--- src/rtl/sfr_bus_arbiter_if.sv ---
// Requester-side port bundle of the SFR bus arbiter (one instance per requester).
// master: the requester (core or peripheral unit) drives request fields, receives completion.
// slave : the arbiter receives request fields and drives ack/err/rdata/rbit.
//   req     level request, held until ack
//   we      1 = write, 0 = read
//   is_bit  1 = bit access, 0 = byte access
//   addr    byte address, or direct bit address in bit mode
//   wdata   byte write data; wbit = bit write data
//   ack     one-cycle completion pulse; err qualifies it (address below SFR base)
//   rdata   read byte, valid in the ack cycle; rbit = read bit, valid in the ack cycle
interface sfr_bus_arbiter_if #(
  parameter int AW = 8,
  parameter int DW = 8
);
  logic          req;
  logic          we;
  logic          is_bit;
  logic [AW-1:0] addr;
  logic [DW-1:0] wdata;
  logic          wbit;
  logic          ack;
  logic          err;
  logic [DW-1:0] rdata;
  logic          rbit;

  modport master (
    output req, we, is_bit, addr, wdata, wbit,
    input  ack, err, rdata, rbit
  );

  modport slave (
    input  req, we, is_bit, addr, wdata, wbit,
    output ack, err, rdata, rbit
  );
endinterface

--- src/rtl/sfr_bus_arbiter.sv ---
// Two-port round-robin arbiter and access sequencer for the SFR bank (A = core, B = peripheral/irq unit).
// Latency from the request-sampling edge: write/error ack at +1 cycle, read ack at +2 cycles.
// Backpressure: requests are levels held until ack; the FSM always returns through IDLE, so
//   one write per 2 cycles and one read per 3 cycles at most.
// Ports: clk, reset (async, active-low); port_a/port_b requester bundles (slave side);
//   sfr_addr/sfr_en/sfr_oe/sfr_Bb/sfr_pos/sfr_din/sfr_bin drive the SFR register file,
//   sfr_dout/sfr_bout are its registered outputs.
module sfr_bus_arbiter #(
  parameter int          AW       = 8,
  parameter int          DW       = 8,
  parameter int unsigned SFR_BASE = 'h80
) (
  input  logic          clk,
  input  logic          reset,
  sfr_bus_arbiter_if.slave port_a,
  sfr_bus_arbiter_if.slave port_b,
  output logic [AW-1:0] sfr_addr,
  output logic          sfr_en,
  output logic          sfr_oe,
  output logic          sfr_Bb,
  output logic [DW-1:0] sfr_pos,
  output logic [DW-1:0] sfr_din,
  output logic          sfr_bin,
  input  logic [DW-1:0] sfr_dout,
  input  logic          sfr_bout
);

  localparam logic [AW-1:0] BASE    = AW'(SFR_BASE);
  localparam logic [DW-1:0] POS_ONE = DW'(1);

  typedef enum logic [2:0] {IDLE, WR, RD, CAP, ERR} state_t;

  state_t        state;
  logic          gnt_b;    // granted port of the transaction in flight (1 = B)
  logic          last_b;   // port granted most recently (1 = B)
  logic          lat_bit;  // latched access mode, steers read data in CAP
  logic          ack_a, ack_b, err_a, err_b;

  logic          pick_b;
  logic          any_req;
  logic          sel_we, sel_bit, sel_wbit;
  logic [AW-1:0] sel_addr;
  logic [DW-1:0] sel_wdata;

  // B wins only when A is idle or when A was served last.
  assign any_req = port_a.req | port_b.req;
  assign pick_b  = port_b.req & (~port_a.req | ~last_b);

  always_comb begin
    sel_we    = port_a.we;
    sel_bit   = port_a.is_bit;
    sel_addr  = port_a.addr;
    sel_wdata = port_a.wdata;
    sel_wbit  = port_a.wbit;
    if (pick_b) begin
      sel_we    = port_b.we;
      sel_bit   = port_b.is_bit;
      sel_addr  = port_b.addr;
      sel_wdata = port_b.wdata;
      sel_wbit  = port_b.wbit;
    end
  end

  always_ff @(posedge clk or negedge reset) begin
    if (!reset) begin
      state    <= IDLE;
      gnt_b    <= 1'b0;
      last_b   <= 1'b1;
      lat_bit  <= 1'b0;
      ack_a    <= 1'b0;
      ack_b    <= 1'b0;
      err_a    <= 1'b0;
      err_b    <= 1'b0;
      sfr_en   <= 1'b0;
      sfr_oe   <= 1'b0;
      sfr_Bb   <= 1'b1;
      sfr_addr <= '0;
      sfr_pos  <= '0;
      sfr_din  <= '0;
      sfr_bin  <= 1'b0;
    end else begin
      // Strobes and completion flags are single-cycle pulses by default.
      ack_a  <= 1'b0;
      ack_b  <= 1'b0;
      err_a  <= 1'b0;
      err_b  <= 1'b0;
      sfr_en <= 1'b0;
      sfr_oe <= 1'b0;
      case (state)
        IDLE: begin
          if (any_req) begin
            gnt_b   <= pick_b;
            last_b  <= pick_b;
            lat_bit <= sel_bit;
            sfr_din <= sel_wdata;
            sfr_bin <= sel_wbit;
            // Bit addresses select the byte SFR at the 8-aligned base plus a one-hot lane.
            if (sel_bit) begin
              sfr_Bb   <= 1'b0;
              sfr_addr <= {sel_addr[AW-1:3], 3'b000};
              sfr_pos  <= POS_ONE << sel_addr[2:0];
            end else begin
              sfr_Bb   <= 1'b1;
              sfr_addr <= sel_addr;
              sfr_pos  <= '0;
            end
            if (sel_addr < BASE) begin
              state <= ERR;
              ack_a <= ~pick_b;
              ack_b <= pick_b;
              err_a <= ~pick_b;
              err_b <= pick_b;
            end else if (sel_we) begin
              state  <= WR;
              sfr_en <= 1'b1;
              ack_a  <= ~pick_b;
              ack_b  <= pick_b;
            end else begin
              state  <= RD;
              sfr_oe <= 1'b1;
            end
          end
        end
        RD: begin
          // SFR file registers its outputs on this edge; they are valid during CAP.
          state <= CAP;
          ack_a <= ~gnt_b;
          ack_b <= gnt_b;
        end
        WR, CAP, ERR: state <= IDLE;
        default:      state <= IDLE;
      endcase
    end
  end

  assign port_a.ack   = ack_a;
  assign port_b.ack   = ack_b;
  assign port_a.err   = err_a;
  assign port_b.err   = err_b;
  // Read data is a pass-through of the registered SFR outputs, gated to the ack cycle.
  assign port_a.rdata = (state == CAP && !gnt_b && !lat_bit) ? sfr_dout : '0;
  assign port_b.rdata = (state == CAP &&  gnt_b && !lat_bit) ? sfr_dout : '0;
  assign port_a.rbit  = (state == CAP && !gnt_b &&  lat_bit) ? sfr_bout : 1'b0;
  assign port_b.rbit  = (state == CAP &&  gnt_b &&  lat_bit) ? sfr_bout : 1'b0;

endmodule

--- src/flat_wrapper.sv ---
// flat-port wrapper written by rule: the top's interface ports become plain ports
module sfr_bus_arbiter_flat 
#(
  parameter int          AW       = 8,
  parameter int          DW       = 8,
  parameter int unsigned SFR_BASE = 'h80
)
  (clk, reset, sfr_addr, sfr_en, sfr_oe, sfr_Bb, sfr_pos, sfr_din, sfr_bin, sfr_dout, sfr_bout, port_a_req, port_a_we, port_a_is_bit, port_a_addr, port_a_wdata, port_a_wbit, port_a_ack, port_a_err, port_a_rdata, port_a_rbit, port_b_req, port_b_we, port_b_is_bit, port_b_addr, port_b_wdata, port_b_wbit, port_b_ack, port_b_err, port_b_rdata, port_b_rbit);
  sfr_bus_arbiter_if #(.AW(AW), .DW(DW)) port_a_i ();
  sfr_bus_arbiter_if #(.AW(AW), .DW(DW)) port_b_i ();
  input  logic clk;
  input  logic reset;
  output logic [AW-1:0] sfr_addr;
  output logic sfr_en;
  output logic sfr_oe;
  output logic sfr_Bb;
  output logic [DW-1:0] sfr_pos;
  output logic [DW-1:0] sfr_din;
  output logic sfr_bin;
  input  logic [DW-1:0] sfr_dout;
  input  logic sfr_bout;
  input wire logic [$bits(port_a_i.req)-1:0] port_a_req;
  input wire logic [$bits(port_a_i.we)-1:0] port_a_we;
  input wire logic [$bits(port_a_i.is_bit)-1:0] port_a_is_bit;
  input wire logic [$bits(port_a_i.addr)-1:0] port_a_addr;
  input wire logic [$bits(port_a_i.wdata)-1:0] port_a_wdata;
  input wire logic [$bits(port_a_i.wbit)-1:0] port_a_wbit;
  output wire logic [$bits(port_a_i.ack)-1:0] port_a_ack;
  output wire logic [$bits(port_a_i.err)-1:0] port_a_err;
  output wire logic [$bits(port_a_i.rdata)-1:0] port_a_rdata;
  output wire logic [$bits(port_a_i.rbit)-1:0] port_a_rbit;
  input wire logic [$bits(port_b_i.req)-1:0] port_b_req;
  input wire logic [$bits(port_b_i.we)-1:0] port_b_we;
  input wire logic [$bits(port_b_i.is_bit)-1:0] port_b_is_bit;
  input wire logic [$bits(port_b_i.addr)-1:0] port_b_addr;
  input wire logic [$bits(port_b_i.wdata)-1:0] port_b_wdata;
  input wire logic [$bits(port_b_i.wbit)-1:0] port_b_wbit;
  output wire logic [$bits(port_b_i.ack)-1:0] port_b_ack;
  output wire logic [$bits(port_b_i.err)-1:0] port_b_err;
  output wire logic [$bits(port_b_i.rdata)-1:0] port_b_rdata;
  output wire logic [$bits(port_b_i.rbit)-1:0] port_b_rbit;
  assign port_a_i.req = port_a_req;
  assign port_a_i.we = port_a_we;
  assign port_a_i.is_bit = port_a_is_bit;
  assign port_a_i.addr = port_a_addr;
  assign port_a_i.wdata = port_a_wdata;
  assign port_a_i.wbit = port_a_wbit;
  assign port_a_ack = port_a_i.ack;
  assign port_a_err = port_a_i.err;
  assign port_a_rdata = port_a_i.rdata;
  assign port_a_rbit = port_a_i.rbit;
  assign port_b_i.req = port_b_req;
  assign port_b_i.we = port_b_we;
  assign port_b_i.is_bit = port_b_is_bit;
  assign port_b_i.addr = port_b_addr;
  assign port_b_i.wdata = port_b_wdata;
  assign port_b_i.wbit = port_b_wbit;
  assign port_b_ack = port_b_i.ack;
  assign port_b_err = port_b_i.err;
  assign port_b_rdata = port_b_i.rdata;
  assign port_b_rbit = port_b_i.rbit;
  sfr_bus_arbiter #(.AW(AW), .DW(DW), .SFR_BASE(SFR_BASE)) u_core (.clk(clk), .reset(reset), .port_a(port_a_i), .port_b(port_b_i), .sfr_addr(sfr_addr), .sfr_en(sfr_en), .sfr_oe(sfr_oe), .sfr_Bb(sfr_Bb), .sfr_pos(sfr_pos), .sfr_din(sfr_din), .sfr_bin(sfr_bin), .sfr_dout(sfr_dout), .sfr_bout(sfr_bout));
endmodule
--- config.mk ---
export PLATFORM = sky130hd
export DESIGN_NAME = sfr_bus_arbiter_flat
export DESIGN_NICKNAME = d
export VERILOG_FILES = /design/src/rtl/sfr_bus_arbiter_if.sv /design/src/rtl/sfr_bus_arbiter.sv /design/src/flat_wrapper.sv
export SDC_FILE = /design/constraint.sdc
export NUM_CORES = 1
export LEC_CHECK = 0
export CAP_MARGIN = 25
export CORE_ASPECT_RATIO = 1.2
export CORE_MARGIN = 3
export CORE_UTILIZATION = 40
export DETAILED_ROUTE_END_ITERATION = 8
export PLACE_DENSITY = 0.8
export SLEW_MARGIN = 10
export SYNTH_ARGS = -nofsm -noshare
export SYNTH_HDL_FRONTEND = slang
export SYNTH_SLANG_ARGS = --single-unit
--- constraint.sdc ---
create_clock -name clk -period 3.5 [get_ports clk]
set_clock_uncertainty 0.05 [all_clocks]
set_input_delay 0.7 -clock clk [delete_from_list [all_inputs] [get_ports clk]]
set_output_delay 0.7 -clock clk [all_outputs]
set_load 0.02 [all_outputs]
; Word-level counts from Yosys, hierarchy flattened
; Index checks and enable logic that the tools add are counted.
[totals]
register_bits = 38
inputBits = 51
word_cells = 75
[classes]
magnitude_cmp = 1
n_eq_ne = 3
shift = 1
muxes = 38
n_bitwise = 7
n_reduce_logical = 10
[op_table]
columns = op, count
row1 = two-way mux 8 bit, 5
row2 = two-way mux 1 bit, 26
row3 = two-way mux 3 bit, 3
row4 = "less-than comparator 8 bit, second input constant", 1
row5 = "left shift 1 x 3 -> 8 bit, first input constant", 1
row6 = "equality test 3 x 2 -> 1 bit, second input constant", 2
row7 = logical AND 1 bit, 6
row8 = case mux 3 bit (2 select lines), 1
row9 = NOT 1 bit, 4
row10 = case mux 1 bit (2 select lines), 2
row11 = zero test 3 bit, 1
row12 = zero test 1 bit, 2
row13 = two-way mux 2 bit, 1
row14 = "inequality test 2 x 1 -> 1 bit, second input constant", 1
row15 = bitwise OR 1 bit, 2
row16 = AND reduction 2 bit, 1
row17 = AND 1 bit, 1

; Longest topological paths before layout
; Gate-level depths: netlist of the first run.
[depth]
word_depth = 8
depth_mapped = 6

; Worst setup path after synthesis of the first run
; Ideal clock, no wire load.
[synth_timing]
kind = input-to-output
start = in sfr_bout
end = out port_a_rbit
arrival_time_ns = 1.297
t_required_ns = 2.750
slack_ns = 1.453
stages = 3
n_path_buf = 0
path_cell_list = nand2_1 -> or2_2 -> nor2_1
[synth_between]
elab_chain_cells = 1
[synth_lines]
columns = item, line_no
row1 = "start, declared", flat_wrapper.sv:21  ; input logic sfr_bout;
row2 = two-way mux 1 bit, sfr_bus_arbiter.sv:143  ; assign port_a.rbit = (state == CAP && !gnt_b && lat_bit) ? sfr_bout : 1'b0;
row3 = "end, declared", flat_wrapper.sv:31  ; output wire logic [$bits(port_a_i.rbit)-1:0] port_a_rbit;
; No other way between the ends.

; Worst setup path after layout of the first run
[layout_timing]
start = reg u_core.state[2]
end = out port_b_rdata[2]
[layout_between]
elab_chain_cells = 4
[layout_lines]
columns = item, line_no
row1 = "start, declared", sfr_bus_arbiter.sv:33  ; state_t state;
row2 = "start signal, assigned", sfr_bus_arbiter.sv:66  ; state <= IDLE;
row3 = "start signal, assigned", sfr_bus_arbiter.sv:108  ; state <= ERR;
row4 = "start signal, assigned", sfr_bus_arbiter.sv:114  ; state <= WR;
row5 = equality test 3 x 2 -> 1 bit, sfr_bus_arbiter.sv:142  ; assign port_b.rdata = (state == CAP && gnt_b && !lat_bit) ? sfr_dout : '0;
row6 = logical AND 1 bit (2 in series), sfr_bus_arbiter.sv:142
row7 = two-way mux 8 bit, sfr_bus_arbiter.sv:142
row8 = "end, declared", flat_wrapper.sv:40  ; output wire logic [$bits(port_b_i.rdata)-1:0] port_b_rdata;
; No other way between the ends.

==> impl_metrics.yaml, run 1 <==
finish:
  area_growth_pct: 56.60
  layout_commonest_cell: "clkdlybuf4s50_1"
  design_area_sq_um: 3115
  antenna_cells: 0
  drive_gt1_share_pct: 15.15
  design.final.nets: 347
  fin_util_pct: 66.35
  fill_cells: 407
  mostFrequentLayoutCells: "99 x clkdlybuf4s50_1, 48 x nand2_1, 36 x dfrtp_1, 18 x and2_1, 12 x a31oi_2"
synth:
  synth_cells: 197
  yosysSeqAreaShare_pct: 47.92
  syn_avg_cell_area_sq_um: 10.10
  ys_types: 36
  syn-cell-area_sq_um: 1989
  ys_seq_elements: 38
  synthesis.nets: 248
  yosysWarnings: 0
global_route:
  grt_first_pass_wirelength_um: 8638
  antenna_found_initial: 0
  grt.overflow.total: 0
  grt_pass1_vias: 1773
  grt_util_all_layers_pct: 18.53
  grt_max_degree: 39
timing:
  rsz0062_at_grt: "no"
  period_needed_ns: 3.106
  slew_headroom_pct: 44.95
  fmaxAchievable_ghz: 0.3220
  setup_tns_ns: 0
  slew_violations: 0
  setup_viol: 0
  hold_violations: 0
  tightest_slew_ns: 0.8257
  fin_crit_sh_pct: 88.74
worst_hold_path:
  hp-class: "flip-flop to flip-flop"
  min_path_cells: 2
  whs_endpoint: "u_core.sfr_addr[1]"
  hold_path.startpoint: "u_core.sfr_addr[1]"
worst_setup_path:
  reg2reg_to: "u_core.sfr_pos[3]"
  ff2ff_path_depth: 4
  crit_type: "flip-flop to output pin"
  worstPathArrival_ns: 2.36
  worst-path-max-fanout: 8
  timing.rr.start: "u_core.state[1]"
  critPathCaptureType: "output pin"
  worstSetupStartpointType: "flip-flop"
  cp.required_ns: 2.75
  max_stage_delay_ns: 0.61
  r2r_setup_slack_ns: 1.66
  slowest_stage: "clkdlybuf4s50_1"
  crit_chain: "nand3b_1 -> nor3_1 -> and2_1 -> clkdlybuf4s50_1"
floorplan:
  ioPinCount: 101
  initial_core_util_pct: 42.37
  die_height_um: 83.26
  row_count: 27
  die_w_um: 70.38
  fp.dieArea_sq_um: 5859
  coreArea_sq_um: 4696
detailed_routing:
  first_pass_iters: 4
  routed_wl_um: 5148
  avgRoutedWirePerCell_um: 14.50
  drt_iter0_drc: 77
  vias: 1783
  detail-route-antenna-nets: 0
  via_per_inst: 5.023
  drc: 0
cts:
  cts_root_buffer: "clkbuf_8"
  cts_setup_buffers: 0
  cts_resized: 0
  clkTransAtPathRegs_ns: 0.08
  cts_buffers: 5
  cts_sinks: 38
  clock_latency_ns: 0.29
  htree_levels: 2
  clock_path_buffers: 2
  cts_hold_buffers: 0
  cts_tree: "built"
placed_design:
  postPlaceCellArea_sq_um: 2973
  dp_hpwl_um: 3799
  gp_congestion: 0.8209
  io_buffers: 100
power:
  p_total_mw: 2.281
  ir_worst_vdd_uv: 513.0
  pwr_density_cell_nw_per_um2: 732.3
  p_leak_nw: 1.255
run:
  maxCapViolCount: 0
status:
  status: "finished clean"
[sequential cells by signal, summed over array words and instances (netlist names), 3 cells and up]
signal,flops
u_core.sfr_addr,8
u_core.sfr_din,8
u_core.sfr_pos,8
u_core.state,3
[stage by stage]
stage	cells	hold WS (ns)	worst slack (ns)
floorplan	197	0.3544	1.453
global placement	347	0.4132	0.5847
detailed placement	347	0.4222	0.5577
CTS	355	0.4427	0.3424
global route	355	0.4603	0.1920
finish	355	0.4393	0.3942
[cells by family (layout without fill, tap and decap cells)]
family	after synthesis	count (layout)	share of synthesized area [%]
buffers and inverters	10	110	4.843
AOI/OAI and AO/OA	37	37	16.73
and+or+nand+nor	107	107	26.73
DFF	38	38	47.92
muxes	5	5	3.773
[synthesized netlist by cell type]
library cell	n	area, sq um
a21bo_4	1	16.27
a21boi_2	1	11.26
a21o_1	1	7.510
a21oi_1	3	15.01
a31oi_1	3	18.77
a31oi_2	12	150.1
a32oi_1	2	17.52
and2_1	18	112.6
and2_4	1	8.760
and3_1	1	6.260
buf_12	1	20.02
buf_2	4	20.02
buf_6	2	22.52
buf_8	2	30.03
dfrtp_1	36	900.9
dfstp_2	2	52.55
inv_1	1	3.750
mux2i_1	3	30.03
mux2i_4	2	45.04
nand2_1	48	180.2
nand2_2	1	6.260
nand2b_1	4	25.02
nand3_1	2	10.01
nand3b_1	1	7.510
nor2_1	9	33.78
nor2_2	10	62.56
nor3_1	7	35.03
nor3_4	1	16.27
nor3b_1	2	15.01
o21ai_0	1	5.000
o21ai_1	7	35.03
o21ai_2	1	8.760
o31ai_1	3	22.52
o31ai_2	2	25.02
or2_1	1	6.260
or2_2	1	6.260
[worst max path at each step]
stage / cells after the start / to / slack (ns) / startpoint
floorplan: 3 / port_a_rbit / 1.45 / sfr_bout
global placement: 5 / port_b_rbit / 0.58 / sfr_bout
detailed placement: 5 / port_b_rbit / 0.56 / sfr_bout
CTS: 4 / port_a_rdata[3] / 0.34 / u_core.state[2]
global route: 4 / port_a_rdata[3] / 0.19 / u_core.state[2]
finish: 4 / port_b_rdata[2] / 0.39 / u_core.state[2]
[worst max-delay path, delay by kind of cell (launching register included)]
family                 cells  cell delay, ns
flip-flops                 1            0.47
AND/OR/NAND/NOR            3            0.99
buffers and inverters      1            0.61
[power breakdown]
| group | leakage (nW) | switching, mW | total [mW] | internal (mW) |
|---|---|---|---|---|
| Combinational | 0.713 | 0.579 | 1.08 | 0.497 |
| Sequential | 0.470 | 0.129 | 0.750 | 0.621 |
| Clock | 0.0714 | 0.151 | 0.455 | 0.304 |
[per-layer routing]
layer  vias up  global-route usage (%)  wire, um
li1        867                       -         -
met1       835                   22.16      2098
met2        76                   32.37      2658
met3         5                   4.479       326
met4         0                   5.749        65
met5         -                       0         0
[final cells by class]
class	instances	area, sq um	share of cell area (%)
repair buffers	101	1003	32.21
flip-flops and latches	38	953.4	30.60
multi-input cells	149	939.7	30.16
clock buffers	6	82.58	2.651
well taps	58	72.57	2.329
clock inverters	2	60.06	1.928
inverters	1	3.754	0.1205
Power figures use the tool's default switching activity.
==> run 2, diff against run 1 <==
--- a/config.mk
+++ b/config.mk
@@ -10,7 +10,9 @@
 export CORE_MARGIN = 3
 export CORE_UTILIZATION = 40
 export DETAILED_ROUTE_END_ITERATION = 8
+export GPL_TIMING_DRIVEN = 0
 export PLACE_DENSITY = 0.8
+export SKIP_CTS_REPAIR_TIMING = 1
 export SLEW_MARGIN = 10
 export SYNTH_ARGS = -nofsm -noshare
 export SYNTH_HDL_FRONTEND = slang
==> impl_metrics.yaml, run 2 (same netlist as run 1, synthesis figures left out) <==
floorplan:
  die_w_um: 70.38
  initial_core_util_pct: 42.37
  die_height_um: 83.26
  fp.dieArea_sq_um: 5859
  row_count: 27
  ioPinCount: 101
  coreArea_sq_um: 4696
status:
  status: "finished clean"
worst_setup_path:
  critPathCaptureType: "output pin"
  cp.required_ns: 2.75
  worstPathArrival_ns: 2.36
  timing.rr.start: "u_core.last_b"
  ff2ff_path_depth: 5
  crit_type: "flip-flop to output pin"
  worstSetupStartpointType: "flip-flop"
  reg2reg_to: "u_core.state[1]"
  worst-path-max-fanout: 8
  r2r_setup_slack_ns: 1.88
detailed_routing:
  vias: 1801
  wl_met3_um: 236
  routed_wl_um: 5181
  detail-route-antenna-nets: 0
  wl_met1_um: 2222
  drc: 0
  drt_iter0_drc: 77
  highest_layer: "met4"
  met2WireLength_um: 2683
  via_per_inst: 4.948
  first_pass_iters: 4
  avgRoutedWirePerCell_um: 14.23
global_route:
  antenna_found_initial: 0
  grt_pass1_vias: 1781
  grt.overflow.total: 0
  grt_first_pass_wirelength_um: 8576
  grt_max_degree: 34
  grt_util_all_layers_pct: 17.86
placed_design:
  dp_hpwl_um: 3989
  gp_congestion: 0.8775
  postPlaceCellArea_sq_um: 3078
  io_buffers: 100
  pre_cts_slack_ns: 0.5288
power:
  sw_frac_of_total_pct: 39.30
  power.switching_mw: 0.8790
  p_leak_nw: 1.286
  pwr-share-seq_pct: 33.2
  pwr_density_cell_nw_per_um2: 704.8
  clkPwrFrac_pct: 13.9
  power.internal_mw: 1.357
  ir_worst_vdd_uv: 387.4
  comb_power_share_pct: 52.8
cts:
  cts_buffers: 5
  cts_tree: "built"
  htree_levels: 2
  cts_sinks: 38
  clock_path_buffers: 2
  clock_latency_ns: 0.28
  clkTransAtPathRegs_ns: 0.08
  cts_root_buffer: "clkbuf_8"
timing:
  slew_headroom_pct: 51.74
  period_needed_ns: 3.109
  setup_tns_ns: 0
  fin_crit_sh_pct: 88.84
  slew_violations: 0
  tightest_slew_ns: 0.7183
  rsz0062_at_grt: "no"
  fmaxAchievable_ghz: 0.3216
  layout_setup_ws_ns: 0.3908
  setup_viol: 0
  hold_violations: 0
finish:
  fin_util_pct: 67.57
  design_area_sq_um: 3173
  design.final.nets: 356
  fill_cells: 404
  top_regs: "u_core.sfr_addr (8), u_core.sfr_din (8), u_core.sfr_pos (8)"
  layout_commonest_cell: "clkdlybuf4s50_1"
  drive_gt1_share_pct: 17.65
  area_growth_pct: 59.50
  antenna_cells: 0
  mostFrequentLayoutCells: "99 x clkdlybuf4s50_1, 48 x nand2_1, 36 x dfrtp_1, 18 x and2_1, 12 x a31oi_2"
run:
  maxCapViolCount: 0
worst_hold_path:
  hp-class: "input port to async pin"
run 2: changes by cell type in the layout (fill, tap and decap cells not counted), sizes merged:
cell and change:
buf +9, clkinv +1, clkinvlp +1, bufinv -2
run 2: critical path: stages (launching register included):
cell and delay, ns:
dfrtp_1 0.45, nand3b_1 0.22, nor3_1 0.58, and2_1 0.22, clkdlybuf4s50_1 0.60
run 2: how the worst max path moves through the flow:
stage / from / endpoint
floorplan: sfr_bout / port_a_rbit
detailed placement: sfr_bout / port_a_rbit
global placement: sfr_bout / port_b_rbit
finish: u_core.state[2] / port_a_rdata[3]
CTS: u_core.state[2] / port_a_rdata[3]
global route: u_core.state[2] / port_a_rdata[3]
run 2: area by class of cell:
type | instances | area (sq um) | share of cell area (%)
buffer | 9 | 92.59 | 2.918
timing repair buffer | 101 | 1016 | 32.02
clock buffer | 6 | 82.58 | 2.603
inverter | 1 | 3.754 | 0.1183
clock inverter | 2 | 12.51 | 0.3943
tap | 58 | 72.57 | 2.287
sequential | 38 | 953.4 | 30.05
multi-input combinational | 149 | 939.7 | 29.61
run 2: power groups by stage:
stage / logic [mW] / registers, mW / clock network (mW)
global route: 1.27 / 0.769 / 0.338
finish: 1.18 / 0.743 / 0.311
global placement: 1.18 / 0.747 / 0
CTS: 1.20 / 0.744 / 0.315
detailed placement: 1.20 / 0.750 / 0
floorplan: 0.548 / 0.914 / 0
run 2: per-layer routing:
metal | vias to the layer above | global-route usage, %
met5 | - | 0
met4 | 0 | 3.136
met3 | 5 | 3.027
met2 | 58 | 31.09
met1 | 855 | 23.34
li1 | 883 | -
run 2: metrics by stage:
step	instances	total power, mW	hold slack (ns)
floorplan	197	1.462	0.3544
global placement	355	1.926	0.4137
detailed placement	356	1.948	0.4184
CTS	364	2.258	0.1856
global route	364	2.377	0.1811
finish	364	2.236	0.1867
==> run 3, diff against run 2 <==
--- a/config.mk
+++ b/config.mk
@@ -12,7 +12,6 @@
 export DETAILED_ROUTE_END_ITERATION = 8
 export GPL_TIMING_DRIVEN = 0
 export PLACE_DENSITY = 0.8
-export SKIP_CTS_REPAIR_TIMING = 1
 export SLEW_MARGIN = 10
 export SYNTH_ARGS = -nofsm -noshare
 export SYNTH_HDL_FRONTEND = slang
==> results of run 3 <==
No change in the layout: final DEF, timing and power equal those of run 2.
